[src/rtl/param_shift_ring_cntr_pkg.sv]
// Shared constants and sizing helpers for the parametrised ring/Johnson counter.
package param_shift_ring_cntr_pkg;

    localparam logic MODE_RING    = 1'b0;
    localparam logic MODE_JOHNSON = 1'b1;
    localparam logic DIR_RIGHT    = 1'b0;
    localparam logic DIR_LEFT     = 1'b1;

    // Reset/recovery pattern: only the MSB set; callers keep the low WIDTH bits.
    function automatic logic [63:0] seed(input int width);
        logic [63:0] s;
        s = 64'd0;
        s[width-1] = 1'b1;
        return s;
    endfunction

    function automatic int pos_width(input int width);
        return $clog2(2 * width);
    endfunction

endpackage

[src/rtl/param_shift_ring_cntr_decode.sv]
// Combinational legality check and step-index decode for ring and Johnson states.
module ring_state_decode
    import param_shift_ring_cntr_pkg::*;
#(
    parameter int WIDTH = 4,
    localparam int PW = pos_width(WIDTH)
) (
    input  logic [WIDTH-1:0] count,
    input  logic             johnson,
    output logic             legal,
    output logic [PW-1:0]    pos
);

    logic [PW-1:0] ones_s;
    logic [PW-1:0] trans_s;
    logic [PW-1:0] idx_s;

    // Population count, highest set-bit index and adjacent-bit transition count.
    always_comb begin
        ones_s  = '0;
        trans_s = '0;
        idx_s   = '0;
        for (int i = 0; i < WIDTH; i++) begin
            ones_s = ones_s + PW'(count[i]);
            idx_s  = count[i] ? PW'(i) : idx_s;
        end
        for (int i = 0; i < WIDTH - 1; i++) begin
            trans_s = trans_s + PW'(count[i] ^ count[i+1]);
        end
    end

    // Mode-dependent legality and position relative to the seed pattern.
    always_comb begin
        legal = 1'b0;
        pos   = '0;
        if (johnson == MODE_JOHNSON) begin
            legal = (trans_s <= PW'(1));
            if (!legal) begin
                pos = '0;
            end else if (count[WIDTH-1]) begin
                pos = ones_s - PW'(1);
            end else begin
                pos = PW'(2 * WIDTH - 1) - ones_s;
            end
        end else begin
            legal = (ones_s == PW'(1));
            pos   = legal ? (PW'(WIDTH - 1) - idx_s) : '0;
        end
    end

endmodule

[src/rtl/param_shift_ring_cntr.sv]
// Ring/Johnson shift counter with parallel load, bidirectional shift and
// one-step recovery from illegal states.
module param_shift_ring_cntr
    import param_shift_ring_cntr_pkg::*;
#(
    parameter int WIDTH = 4,
    localparam int PW = pos_width(WIDTH)
) (
    input  logic             clk,
    input  logic             rst,
    input  logic             cnt_en,
    input  logic             johnson,
    input  logic             dir,
    input  logic             load,
    input  logic [WIDTH-1:0] load_val,
    output logic [WIDTH-1:0] count,
    output logic             wrap,
    output logic             err,
    output logic             legal,
    output logic [PW-1:0]    pos
);

    localparam logic [63:0]      SEED_W = seed(WIDTH);
    localparam logic [WIDTH-1:0] SEED   = SEED_W[WIDTH-1:0];

    logic [WIDTH-1:0] count_r;
    logic             wrap_r;
    logic             err_r;
    logic [WIDTH-1:0] count_nxt_s;
    logic             wrap_nxt_s;
    logic             err_nxt_s;
    logic [WIDTH-1:0] shifted_s;
    logic             legal_s;

    ring_state_decode #(.WIDTH(WIDTH)) u_decode (
        .count   (count_r),
        .johnson (johnson),
        .legal   (legal_s),
        .pos     (pos)
    );

    // One shift step; Johnson mode inverts the bit wrapping around.
    always_comb begin
        shifted_s = count_r;
        if (dir == DIR_LEFT) begin
            shifted_s = {count_r[WIDTH-2:0], count_r[WIDTH-1] ^ johnson};
        end else begin
            shifted_s = {count_r[0] ^ johnson, count_r[WIDTH-1:1]};
        end
    end

    // Next-state selection: load, then enabled step or correction, else hold.
    always_comb begin
        count_nxt_s = count_r;
        wrap_nxt_s  = 1'b0;
        err_nxt_s   = 1'b0;
        if (load) begin
            count_nxt_s = load_val;
        end else if (cnt_en) begin
            if (legal_s) begin
                count_nxt_s = shifted_s;
                wrap_nxt_s  = (shifted_s == SEED);
            end else begin
                count_nxt_s = SEED;
                err_nxt_s   = 1'b1;
            end
        end else begin
            count_nxt_s = count_r;
        end
    end

    // State and status pulse registers with synchronous reset.
    always_ff @(posedge clk) begin
        if (rst) begin
            count_r <= SEED;
            wrap_r  <= 1'b0;
            err_r   <= 1'b0;
        end else begin
            count_r <= count_nxt_s;
            wrap_r  <= wrap_nxt_s;
            err_r   <= err_nxt_s;
        end
    end

    assign count = count_r;
    assign wrap  = wrap_r;
    assign err   = err_r;
    assign legal = legal_s;

endmodule
[config.mk]
export PLATFORM = sky130hd
export DESIGN_NAME = param_shift_ring_cntr
export DESIGN_NICKNAME = d
export VERILOG_FILES = /design/src/rtl/param_shift_ring_cntr_pkg.sv /design/src/rtl/param_shift_ring_cntr_decode.sv /design/src/rtl/param_shift_ring_cntr.sv
export SDC_FILE = /design/constraint.sdc
export NUM_CORES = 1
export LEC_CHECK = 0
export ABC_AREA = 1
export CORE_MARGIN = 2
export CORE_UTILIZATION = 43
export DETAILED_ROUTE_END_ITERATION = 8
export PLACE_DENSITY = 0.81
export SYNTH_ARGS = -nofsm -noshare
export SYNTH_HDL_FRONTEND = slang
export SYNTH_SLANG_ARGS = --single-unit
[constraint.sdc]
create_clock -name clk -period 3.55 [get_ports clk]
set_clock_uncertainty 0.05 [all_clocks]
set_input_delay 0.8875 -clock clk [delete_from_list [all_inputs] [get_ports clk]]
set_output_delay 0.8875 -clock clk [all_outputs]
set_load 0.01 [all_outputs]
==> flow_metrics.env <==
export IMPL_avgViaCountPerCell=5.12
export IMPL_final_min_clock_period_ps=3390
export IMPL_min_path_type="flop to flop"
export IMPL_antenna_found_initial=0
export IMPL_chipWidth_um=40.7
export IMPL_worst_slew_pin_slew_ps=351
export IMPL_totalWireLength_mm=1.46
export IMPL_period_share_pct=95.4
export IMPL_synth_cells=83
export IMPL_peakVddDrop_mv=0.184
export IMPL_cts_sinks=6
export IMPL_fmax_mhz=295
export IMPL_synth_top_area_cell="dfxtp_1"
export IMPL_synthDistinctLibCells=20
export IMPL_slew_violations=0
export IMPL_arrival_ps=2450
export IMPL_cts_tree="built"
export IMPL_power_density_nw_per_um2=317
export IMPL_gr_total_overflow=0
export IMPL_synth_top_area_share_pct=20.8
export IMPL_p_comb_share_pct=46.9
export IMPL_placed_cell_area_um2=802
export IMPL_worstPathRequired_ps=2610
export IMPL_critical_path_startpoint="count[0]"
export IMPL_ioPinCount=20
export IMPL_final_nets=128
export IMPL_clock_latency_ps=240
export IMPL_synth_seq_cells=6
export IMPL_p_int_uw=167
export IMPL_grt_pass1_vias=531
export IMPL_status="complete, no violations"
export IMPL_grt_start_max_net_pins=8
export IMPL_num_rows=13
export IMPL_p_seq_share_pct=29.1
export IMPL_grt_use_met3_pct=6.52
export IMPL_path_clk_slew_ps=50
export IMPL_finalSetupViolations=0
export IMPL_fill_cells=107
export IMPL_cpPeakStageDelay_ps=350
export IMPL_drv_cap=0
export IMPL_startpoint_type="flop"
export IMPL_timing_critical_path_slowest_stage_cell="fa_2"
export IMPL_vias=625
export IMPL_syn_nets=102
export IMPL_coreArea_um2=1280
export IMPL_power_share_clock_pct=24.0
export IMPL_rsz0062_at_grt="no"
export IMPL_design_area_um2=828
export IMPL_relSlewSlack_pct=76.5
export IMPL_path_buf_inv=3
export IMPL_use_met1_pct=28.1
export IMPL_top_usage_layer="met2"
export IMPL_drtPass1Iterations=4
export IMPL_cp_top_family="adder cells"
export IMPL_switching_share_pct=36.5
export IMPL_path_cells="ha_1 -> fa_2 -> ha_1 -> inv_1 -> ha_2 -> inv_1 -> nor2_1 -> nand2_1 -> o21ai_0 -> dlygate4sd2_1"
export IMPL_grt_pass1_wl_mm=2.20
export IMPL_layout_commonest_cell="nand2_1"
export IMPL_clockRootBuffer="clkbuf_4"
export IMPL_ys_seq_area_share_pct=20.8
export IMPL_setup_tns_ps=0
export IMPL_drt_iter0_markers=13
export IMPL_antenna_cells=0
export IMPL_numPortBuffers=19
export IMPL_end_kind="output port"
export IMPL_power_leakage_uw=0.000417
export IMPL_post_dp_hpwl_mm=1.18
export IMPL_mostFrequentLayoutCells="nand2_1, clkdlybuf4s50_1, inv_1, nor2_1"
export IMPL_drc_errors=0
export IMPL_yosys_warnings=0
export IMPL_p_sw_uw=96.0
export IMPL_wl_per_cell_um=12.0
export IMPL_fp_dieArea_um2=1650
export IMPL_worst_path_max_fanout=3
export IMPL_r2r_start="count[0]"
export IMPL_place_gp_congestion=0.784
export IMPL_drive_above_1_share_pct=16.8
export IMPL_hold_ws_ps=639
export IMPL_min_from="count[3]"
export IMPL_track_usage_pct=20.0
export IMPL_postSynthAreaPerCell_um2=6.96
export IMPL_synth_area_leaders="dfxtp_1, ha_1, nand2_1"
export IMPL_cts_made_buffers=3
export IMPL_cts_htree_levels=1
export IMPL_chipHeight_um=40.7
export IMPL_clockBufferDepth=2
export IMPL_initial_core_util_pct=45.0
export IMPL_critPathKind="flop to output port"
export IMPL_syn_to_final_growth_pct=43.3
export IMPL_final_cells=122
export IMPL_placedCellCount=119
export IMPL_finalHoldViolations=0
export IMPL_met2_usage_pct=30.2
export IMPL_synth_area_um2=578
export IMPL_ant_nets=0
-- kinds of logic after synthesis --
| family | share of synthesized area, % |
|---|---|
| AND/OR/NAND/NOR | 30.1 |
| XOR/XNOR | 1.52 |
| flip-flops | 20.8 |
| AO/OA/AOI/OAI | 17.1 |
| adder cells (fa/ha/maj) | 22.1 |
| buffers and inverters | 8.44 |
-- through the flow --
stage,power (µW),setup WS [ps],utilization [%]
after floorplan,149,628,-
after global placement,200,173,62.4
after detailed placement,203,88.5,62.4
after CTS,265,15.0,64.3
after global routing,286,45.7,64.5
final,263,163,64.5
-- area by class of cell --
| class | instances | area (µm²) | area share [%] |
|---|---|---|---|
| Tap cell | 15 | 18.8 | 2.27 |
| Sequential cell | 6 | 120 | 14.5 |
| Clock buffer | 3 | 22.5 | 2.72 |
| Multi-Input combinational cell | 64 | 414 | 50.0 |
| Timing Repair Buffer | 21 | 204 | 24.6 |
| Inverter | 13 | 48.8 | 5.89 |
-- synthesized netlist by cell type --
cell type / count
nand3_2: 2
nand2_2: 3
inv_2: 3
nor3_1: 1
nand2_1: 19
a21oi_1: 5
dfxtp_1: 6
inv_1: 10
nand3b_1: 1
ha_1: 7
xor2_1: 1
a21oi_2: 2
a22oi_1: 3
fa_1: 2
nand4_1: 1
nor2_1: 8
o21ai_1: 3
o21ai_0: 2
o21ai_2: 1
nand3_1: 3
-- timing repair --
item	CTS	global route
buffers inserted	0	0
resized for setup	5	1
gates cloned	0	0
pin swaps	0	0
hold buffers	0	0
setup endpoints to repair	4	1
-- worst min-delay path, delay by kind of cell, from the launching register on --
kind | cells | cell delay, ps
AND/OR/NAND/NOR | 1 | 60
AO/OA/AOI/OAI | 1 | 180
flip-flops | 1 | 400
-- layer usage --
metal / vias to the layer above / routed length (µm)
met1: 269 / 714
li1: 322 / -
met2: 30 / 661
met3: 4 / 70
met4: 0 / 17
met5: - / 0
-- registers in the layout, indices dropped and copies added, names as in the netlist --
| signal | count |
|---|---|
| wrap | 1 |
| err | 1 |
| count | 4 |
-- worst paths after layout --
path / end / slack, ps / cells past startpoint
max: pos[0] / 160 / 10
min: count[3] / 640 / 2
max reg2reg: count[3] / 1360 / 10
min reg2reg: count[3] / 640 / 2
-- power by group through the flow --
| stage | combinational [µW] | sequential [µW] | clock [µW] |
|---|---|---|---|
| 6_report | 123 | 76.5 | 63.0 |
| 5_1_grt | 138 | 77.0 | 70.8 |
| 4_1_cts | 123 | 76.4 | 66.3 |
| 3_5_place_dp | 126 | 77.7 | 0 |
| 3_3_place_gp | 122 | 77.5 | 0 |
| 2_1_floorplan | 70.0 | 79.2 | 0 |
Note: power is estimated with default switching activity, not from simulation.
